### config.mk
export PLATFORM = sky130hd
export DESIGN_NAME = hazard_issue
export DESIGN_NICKNAME = d
export VERILOG_FILES = /design/src/rtl/hazard_issue.sv
export SDC_FILE = /design/constraint.sdc
export NUM_CORES = 1
export LEC_CHECK = 0
export ABC_AREA = 1
export CAP_MARGIN = 20
export CORE_UTILIZATION = 25
export DETAILED_ROUTE_END_ITERATION = 8
export PLACE_DENSITY_LB_ADDON = 0.12
export SLEW_MARGIN = 10
export SYNTH_ARGS = -nofsm -noshare
export SYNTH_HDL_FRONTEND = slang
export SYNTH_SLANG_ARGS = --single-unit
export TNS_END_PERCENT = 50
### constraint.sdc
create_clock -name clk -period 5.6 [get_ports clk]
set_input_delay 1.12 -clock clk [delete_from_list [all_inputs] [get_ports clk]]
set_output_delay 1.12 -clock clk [all_outputs]
set_load 0.05 [all_outputs]
### src/rtl/hazard_issue.sv
// Hazard-checking issue stage: holds one fetched instruction and inserts bubbles
// while any of its source registers is pending in the in-flight writer scoreboard.
module hazard_issue #(
  parameter int unsigned DEPTH = 4,
  parameter logic [31:0] NOP   = 32'h0000_0000
) (
  input  logic        clk,
  input  logic        rst,
  input  logic [31:0] in_inst,
  input  logic        in_valid,
  output logic        in_ready,
  output logic [31:0] out_inst,
  output logic        out_valid,
  output logic [15:0] stall_cnt,
  output logic [15:0] issue_cnt
);

  logic [31:0]            cur_inst_q, cur_inst_d;
  logic                   cur_valid_q, cur_valid_d;
  logic [31:0]            out_inst_q, out_inst_d;
  logic                   out_valid_q, out_valid_d;
  logic [15:0]            stall_cnt_q, stall_cnt_d;
  logic [15:0]            issue_cnt_q, issue_cnt_d;
  logic [DEPTH-1:0]       sb_wr_q, sb_wr_d;
  logic [DEPTH-1:0][4:0]  sb_rd_q, sb_rd_d;

  logic [4:0] rs, rt;
  logic       rt_used;
  logic       hazard;
  logic       issue;

  assign rs      = cur_inst_q[26:22];
  assign rt      = cur_inst_q[21:17];
  assign rt_used = !cur_inst_q[14] || cur_inst_q[12];

  // Register 0 is deliberately treated like any other register.
  always_comb begin
    hazard = 1'b0;
    for (int unsigned k = 0; k < DEPTH; k++) begin
      if (sb_wr_q[k] && ((sb_rd_q[k] == rs) || (rt_used && (sb_rd_q[k] == rt)))) begin
        hazard = 1'b1;
      end
    end
    hazard = hazard && cur_valid_q;
  end

  assign issue    = cur_valid_q && !hazard;
  assign in_ready = !cur_valid_q || !hazard;

  always_comb begin
    cur_inst_d  = cur_inst_q;
    cur_valid_d = cur_valid_q;
    out_inst_d  = NOP;
    out_valid_d = 1'b0;
    stall_cnt_d = stall_cnt_q;
    issue_cnt_d = issue_cnt_q;
    sb_wr_d     = '0;
    sb_rd_d     = '0;

    if (issue) begin
      out_inst_d  = cur_inst_q;
      out_valid_d = 1'b1;
      issue_cnt_d = issue_cnt_q + 16'd1;
      sb_wr_d[0]  = cur_inst_q[10];
      sb_rd_d[0]  = cur_inst_q[31:27];
    end else if (hazard && (stall_cnt_q != 16'hFFFF)) begin
      stall_cnt_d = stall_cnt_q + 16'd1;
    end

    for (int unsigned k = 1; k < DEPTH; k++) begin
      sb_wr_d[k] = sb_wr_q[k-1];
      sb_rd_d[k] = sb_rd_q[k-1];
    end

    // A ready slot is either empty or being freed by this issue.
    if (in_ready) begin
      cur_valid_d = in_valid;
      if (in_valid) begin
        cur_inst_d = in_inst;
      end
    end
  end

  always_ff @(posedge clk or posedge rst) begin
    if (rst) begin
      cur_inst_q  <= NOP;
      cur_valid_q <= 1'b0;
      out_inst_q  <= NOP;
      out_valid_q <= 1'b0;
      stall_cnt_q <= '0;
      issue_cnt_q <= '0;
      sb_wr_q     <= '0;
      sb_rd_q     <= '0;
    end else begin
      cur_inst_q  <= cur_inst_d;
      cur_valid_q <= cur_valid_d;
      out_inst_q  <= out_inst_d;
      out_valid_q <= out_valid_d;
      stall_cnt_q <= stall_cnt_d;
      issue_cnt_q <= issue_cnt_d;
      sb_wr_q     <= sb_wr_d;
      sb_rd_q     <= sb_rd_d;
    end
  end

  assign out_inst  = out_inst_q;
  assign out_valid = out_valid_q;
  assign stall_cnt = stall_cnt_q;
  assign issue_cnt = issue_cnt_q;

endmodule

# [Word-level counts from Yosys, hierarchy flattened]
# Cells that the tools add are included.
[totals] reg_bits=122 out_inout_bits=66 word_cells=53 inputBits=35
[classes] addsub=2 muxes=8 eq_ne=9 n_reduce_logical=22 bitwise=1
[op_table] op="equality test 5 bit" count=8
[op_table] op="adder 16 x 1 -> 16 bit, second input constant" count=2
[op_table] op="two-way mux 32 bit" count=1
[op_table] op="!= test 16 bit, second input constant" count=1
[op_table] op="logical AND 1 bit" count=11
[op_table] op="logical OR 1 bit" count=6
[op_table] op="two-way mux 1 bit" count=6
[op_table] op="two-way mux 5 bit" count=1
[op_table] op="AND reduction 2 bit" count=2
[op_table] op="logical NOT 1 bit" count=3
[op_table] op="NOT 1 bit" count=1

# [Depth between registers and ports, before layout]
[depth] ltp_word=14 depth_mapped=15 depth_no_buf=13

# [Least setup slack after synthesis]
# No wires, ideal clock.
[synth_path] path_type="register to output" from="register cur_inst_q[26]" to="output in_ready" stages_incl_launch_ff=12 t_arrival_ns=1.495 path_slack_ns=2.985 path_buffers=2 path_cell_list="dfrtp_1 -> buf_2 -> inv_2 -> nand2_1 -> nand2_1 -> nor2_1 -> nand3_1 -> nand2_1 -> nand2_1 -> nand2_2 -> o21ai_4 -> buf_2"
[synth_between] elab_chain_len=10 elab_cells_between_ends=19 cone_classes="4 x eq/ne; 4 x mux; 11 x reduce/logical"
[synth_rtl] element="start: declaration" line="18" text="logic [31:0] cur_inst_q, cur_inst_d;"
[synth_rtl] element="start signal: assignment" line="95" text="cur_inst_q <= cur_inst_d;"
[synth_rtl] element="equality test 5 bit" line="40" text="if (sb_wr_q[k] && ((sb_rd_q[k] == rs) || (rt_used && (sb_rd_q[k] == rt)))) begin"
[synth_rtl] element="logical OR 1 bit" line="40"
[synth_rtl] element="logical AND 1 bit" line="40"
[synth_rtl] element="two-way mux 1 bit (3 in series)" line="40"
[synth_rtl] element="two-way mux 1 bit *" line="40"
[synth_rtl] element="logical AND 1 bit *" line="44" text="hazard = hazard && cur_valid_q;"
[synth_rtl] element="logical NOT 1 bit *" line="48" text="assign in_ready = !cur_valid_q || !hazard;"
[synth_rtl] element="logical OR 1 bit *" line="48"
[synth_rtl] element="end: declaration" line="11" text="output logic in_ready,"
# Every way passes the cells marked *; elsewhere a longest branch is shown, timed or not.

# [Worst setup path after layout]
[layout_path] from="register cur_inst_q[17]" to="output in_ready"
[layout_between] elab_chain_len=11 elab_cells_between_ends=23 cone_classes="4 x eq/ne; 4 x mux; 15 x reduce/logical"
[layout_rtl] element="equality test 5 bit" line="40"
[layout_rtl] element="logical AND 1 bit" line="40"
[layout_rtl] element="logical OR 1 bit" line="40"
[layout_rtl] element="logical AND 1 bit" line="40"
[layout_rtl] element="two-way mux 1 bit (3 in series)" line="40"
[layout_rtl] element="two-way mux 1 bit *" line="40"
[layout_rtl] element="logical AND 1 bit *" line="44"
[layout_rtl] element="logical NOT 1 bit *" line="48"
[layout_rtl] element="logical OR 1 bit *" line="48"
# Marked as above.

==> impl_results.md <==
- Outcome: completed
- Unique masters post-synth: 27
- Reg2Reg Depth: 14
- Max cap viols: 0
- Post-CTS setup buffers: 0
- Share of power burned in registers: 33.5%
- N_diodes: 0
- Clock Latency Late Sink: 0.42 ns
- GRT Overall Usage: 14.21%
- CTS buffer count: 17
- Reg2Reg Launch Point: cur_inst_q[17]
- Final Cycle Share: 64.83%
- Max Fclk: 275.4 MHz
- Clock Sink Count: 116
- Peak VDD IR: 202.8 uV
- Pre-CTS setup slack: 2.387 ns
- Min-Delay Path Class: reg -> reg
- Post-synth top area cell: dfrtp_1
- Post-route ant nets: 0
- Die H: 149.4 um
- Vias in the first global route: 4645
- Via/cell ratio: 4.249
- Worst setup EP type: output pin
- Cell family with the largest share of critical-path delay: buffers and inverters
- DR WL/cell: 14.02 um
- Critical Path Most Common Cell: nand2_1
- Hold buffers post-CTS: 0
- Port bufs: 100
- Most common cell after layout, fill and taps aside: nand2_1
- Final worst slack: 1.969 ns
- Hpwl dp: 10220 um
- Leak Pwr: 3.563 nW
- Tmin final: 3.631 ns
- Multi-input gate area: 2118 sq um
- Crit path max fanout: 6
- Area growth from synthesis to layout: 34.68%
- Final setup vio count: 0
- Layout cells sized above 1: 8.494%
- Rows: 53
- Residual DRC: 0
- First-pass DRT Iterations: 5
- Nets: 801
- CTS resizes: 0
- Syn avg cell area: 8.157 sq um
- H-tree depth: 4
- Critical-path cell list: inv_2, nand2_1, nand2_1, nor2_1, nand3_1, nand2_1, nand2_1, nand2_2, o21ai_4, clkdlybuf4s50_1
- Power density cells: 492.8 nW/um^2
- Hold Path Origin: sb_wr_q[2]
- Worst path slowest cell: clkdlybuf4s50_1
- Starting density of the core: 25.68%
- Switching power: 1.411 mW
- Register-to-register setup slack: 3.00 ns
- Die width: 149.4 um
- Via count: 4470
- Die ar.: 22320 sq um
- Share of the yosys chip area belonging to registers: 53.43%
- Fin util: 34.59%
- Sw Share: 39.14%
- Most frequent cells in the layout: 239 x nand2_1, 116 x dfrtp_1, 100 x clkdlybuf4s50_1
- Slew Viols, Final: 0
- Post-synthesis register bit count: 116
- Register Area: 2903 sq um
- Hold path depth: 0
- Internal power: 2.195 mW
- Largest net degree at the start of global routing: 51
- CTS tree: done
- Fin Setup TNS: 0 ns
- GP Congestion: 0.8420
- Core area: 21150 sq um
- Clk pin slew, worst setup/hold paths: 0.06 ns
- First-pass GRT wire length: 24390 um
- Worst setup SP type: register
- Root buffer cell: clkbuf_16
- WHS: 0.3781 ns
- Syn nets: 703
- Initial antenna violation count: 0
- Longest Clk Path Bufs: 2
- Clock skew: 0.005753 ns
- Drt total wl: 14740 um
- WP buf/inv: 2
- Slowest stage delay, CP: 0.87 ns
- # fillers: 2182
- WS Path Type: reg -> out
- Comb power frac: 33.6%
- Slew headroom: 55.33%
- I/O pin count: 101
- Grt total ovfl: 0
- CP required: 4.48 ns
- Area contributors post-synth: dfrtp_1 53%, nand2_1 17%, nand3_1 6.3%
- Worst Path Arrival: 2.51 ns
- Mapped cell area: 5433 sq um
- Synth top area share: 53.43%
- RSZ-0062 raised after global routing: false
- DRT iter0 DRCs: 223
- Reg-to-reg endpoint: cur_inst_q[23]
- Mapped Cells: 666
- Final hold vios: 0
- WHS Endpoint: sb_wr_q[3]
- Ys Warns: 0
- Clk pwr share: 32.9%
- Worst Max-Slew Pin Slew: 0.6693 ns
[stage by stage]
step	power [mW]	instances	area, sq um
floorplan	2.046	666	5433
global placement	2.448	1020	6673
detailed placement	2.451	1020	6673
CTS	3.659	1052	7317
global route	3.828	1052	7317
finish	3.606	1052	7317
[per-layer routing]
layer  up-vias  track usage [%]  routed length [um]
met1      2116            18.53                7029
met2        92            22.50                6845
met3        21            3.506                 625
met4         0            5.612                 244
li1       2241                -                   -
met5         -                0                   0
[state kept, by name (all words and copies together) (netlist names)]
name,count
cur_inst_q,32
out_inst,27
issue_cnt,16
stall_cnt,16
sb_rd_d,14
sb_rd_q,5
sb_wr_q,4
cur_valid_q,1
out_valid,1
[Yosys cell counts]
cell type,instances
clkbuf_1,3
nand4_1,2
ha_1,2
nand3_2,2
nor3_1,8
nor2_1,66
xor2_1,18
o21ai_4,1
inv_2,15
xnor2_1,17
inv_1,54
nor3_4,1
nor4_1,2
nor2_2,2
nand3_1,68
nand2_2,4
a21oi_1,1
buf_2,16
nand3b_1,2
nor3b_4,1
nand2_1,240
o21ai_1,13
buf_6,1
o21ai_0,3
dfrtp_1,116
nand4_4,1
buf_4,7
[cell type report]
| type | instances | share of cell area (%) |
|---|---|---|
| multi-input combinational | 454 | 28.95 |
| tap | 275 | 4.702 |
| clock buffer | 21 | 6.430 |
| timing repair buffer | 106 | 14.30 |
| clock inverter | 11 | 2.377 |
| inverter | 69 | 3.574 |
| sequential | 116 | 39.67 |
[logic make-up (layout without fill, tap and decap cells)]
family | Yosys count | in the layout | synth area share [%]
xor+xnor | 35 | 35 | 5.642
flops | 116 | 116 | 53.43
compound gates | 18 | 18 | 1.865
fa+ha+maj | 2 | 2 | 0.4605
simple gates | 399 | 399 | 30.98
buf+inv | 96 | 207 | 7.623
[how the worst max path moves through the flow]
stage               slack (ns)  cells after the start      startpoint            end
global placement          2.35                     10  cur_inst_q[26]       in_ready
detailed placement        2.39                     10  cur_inst_q[17]       in_ready
CTS                       1.91                     10  cur_inst_q[17]       in_ready
finish                    1.97                     10  cur_inst_q[17]       in_ready
floorplan                 1.41                      1             rst  cur_inst_q[0]
global route              1.82                     10  cur_inst_q[17]       in_ready
[power groups by stage]
stage                     clock network (mW)  registers, mW  logic (mW)
after floorplan                            0           1.48       0.563
after global placement                     0           1.22        1.23
after detailed placement                   0           1.22        1.23
after CTS                               1.21           1.21        1.23
after global routing                    1.26           1.24        1.33
final                                   1.19           1.21        1.21
Note: power is estimated with default switching activity, not from simulation.
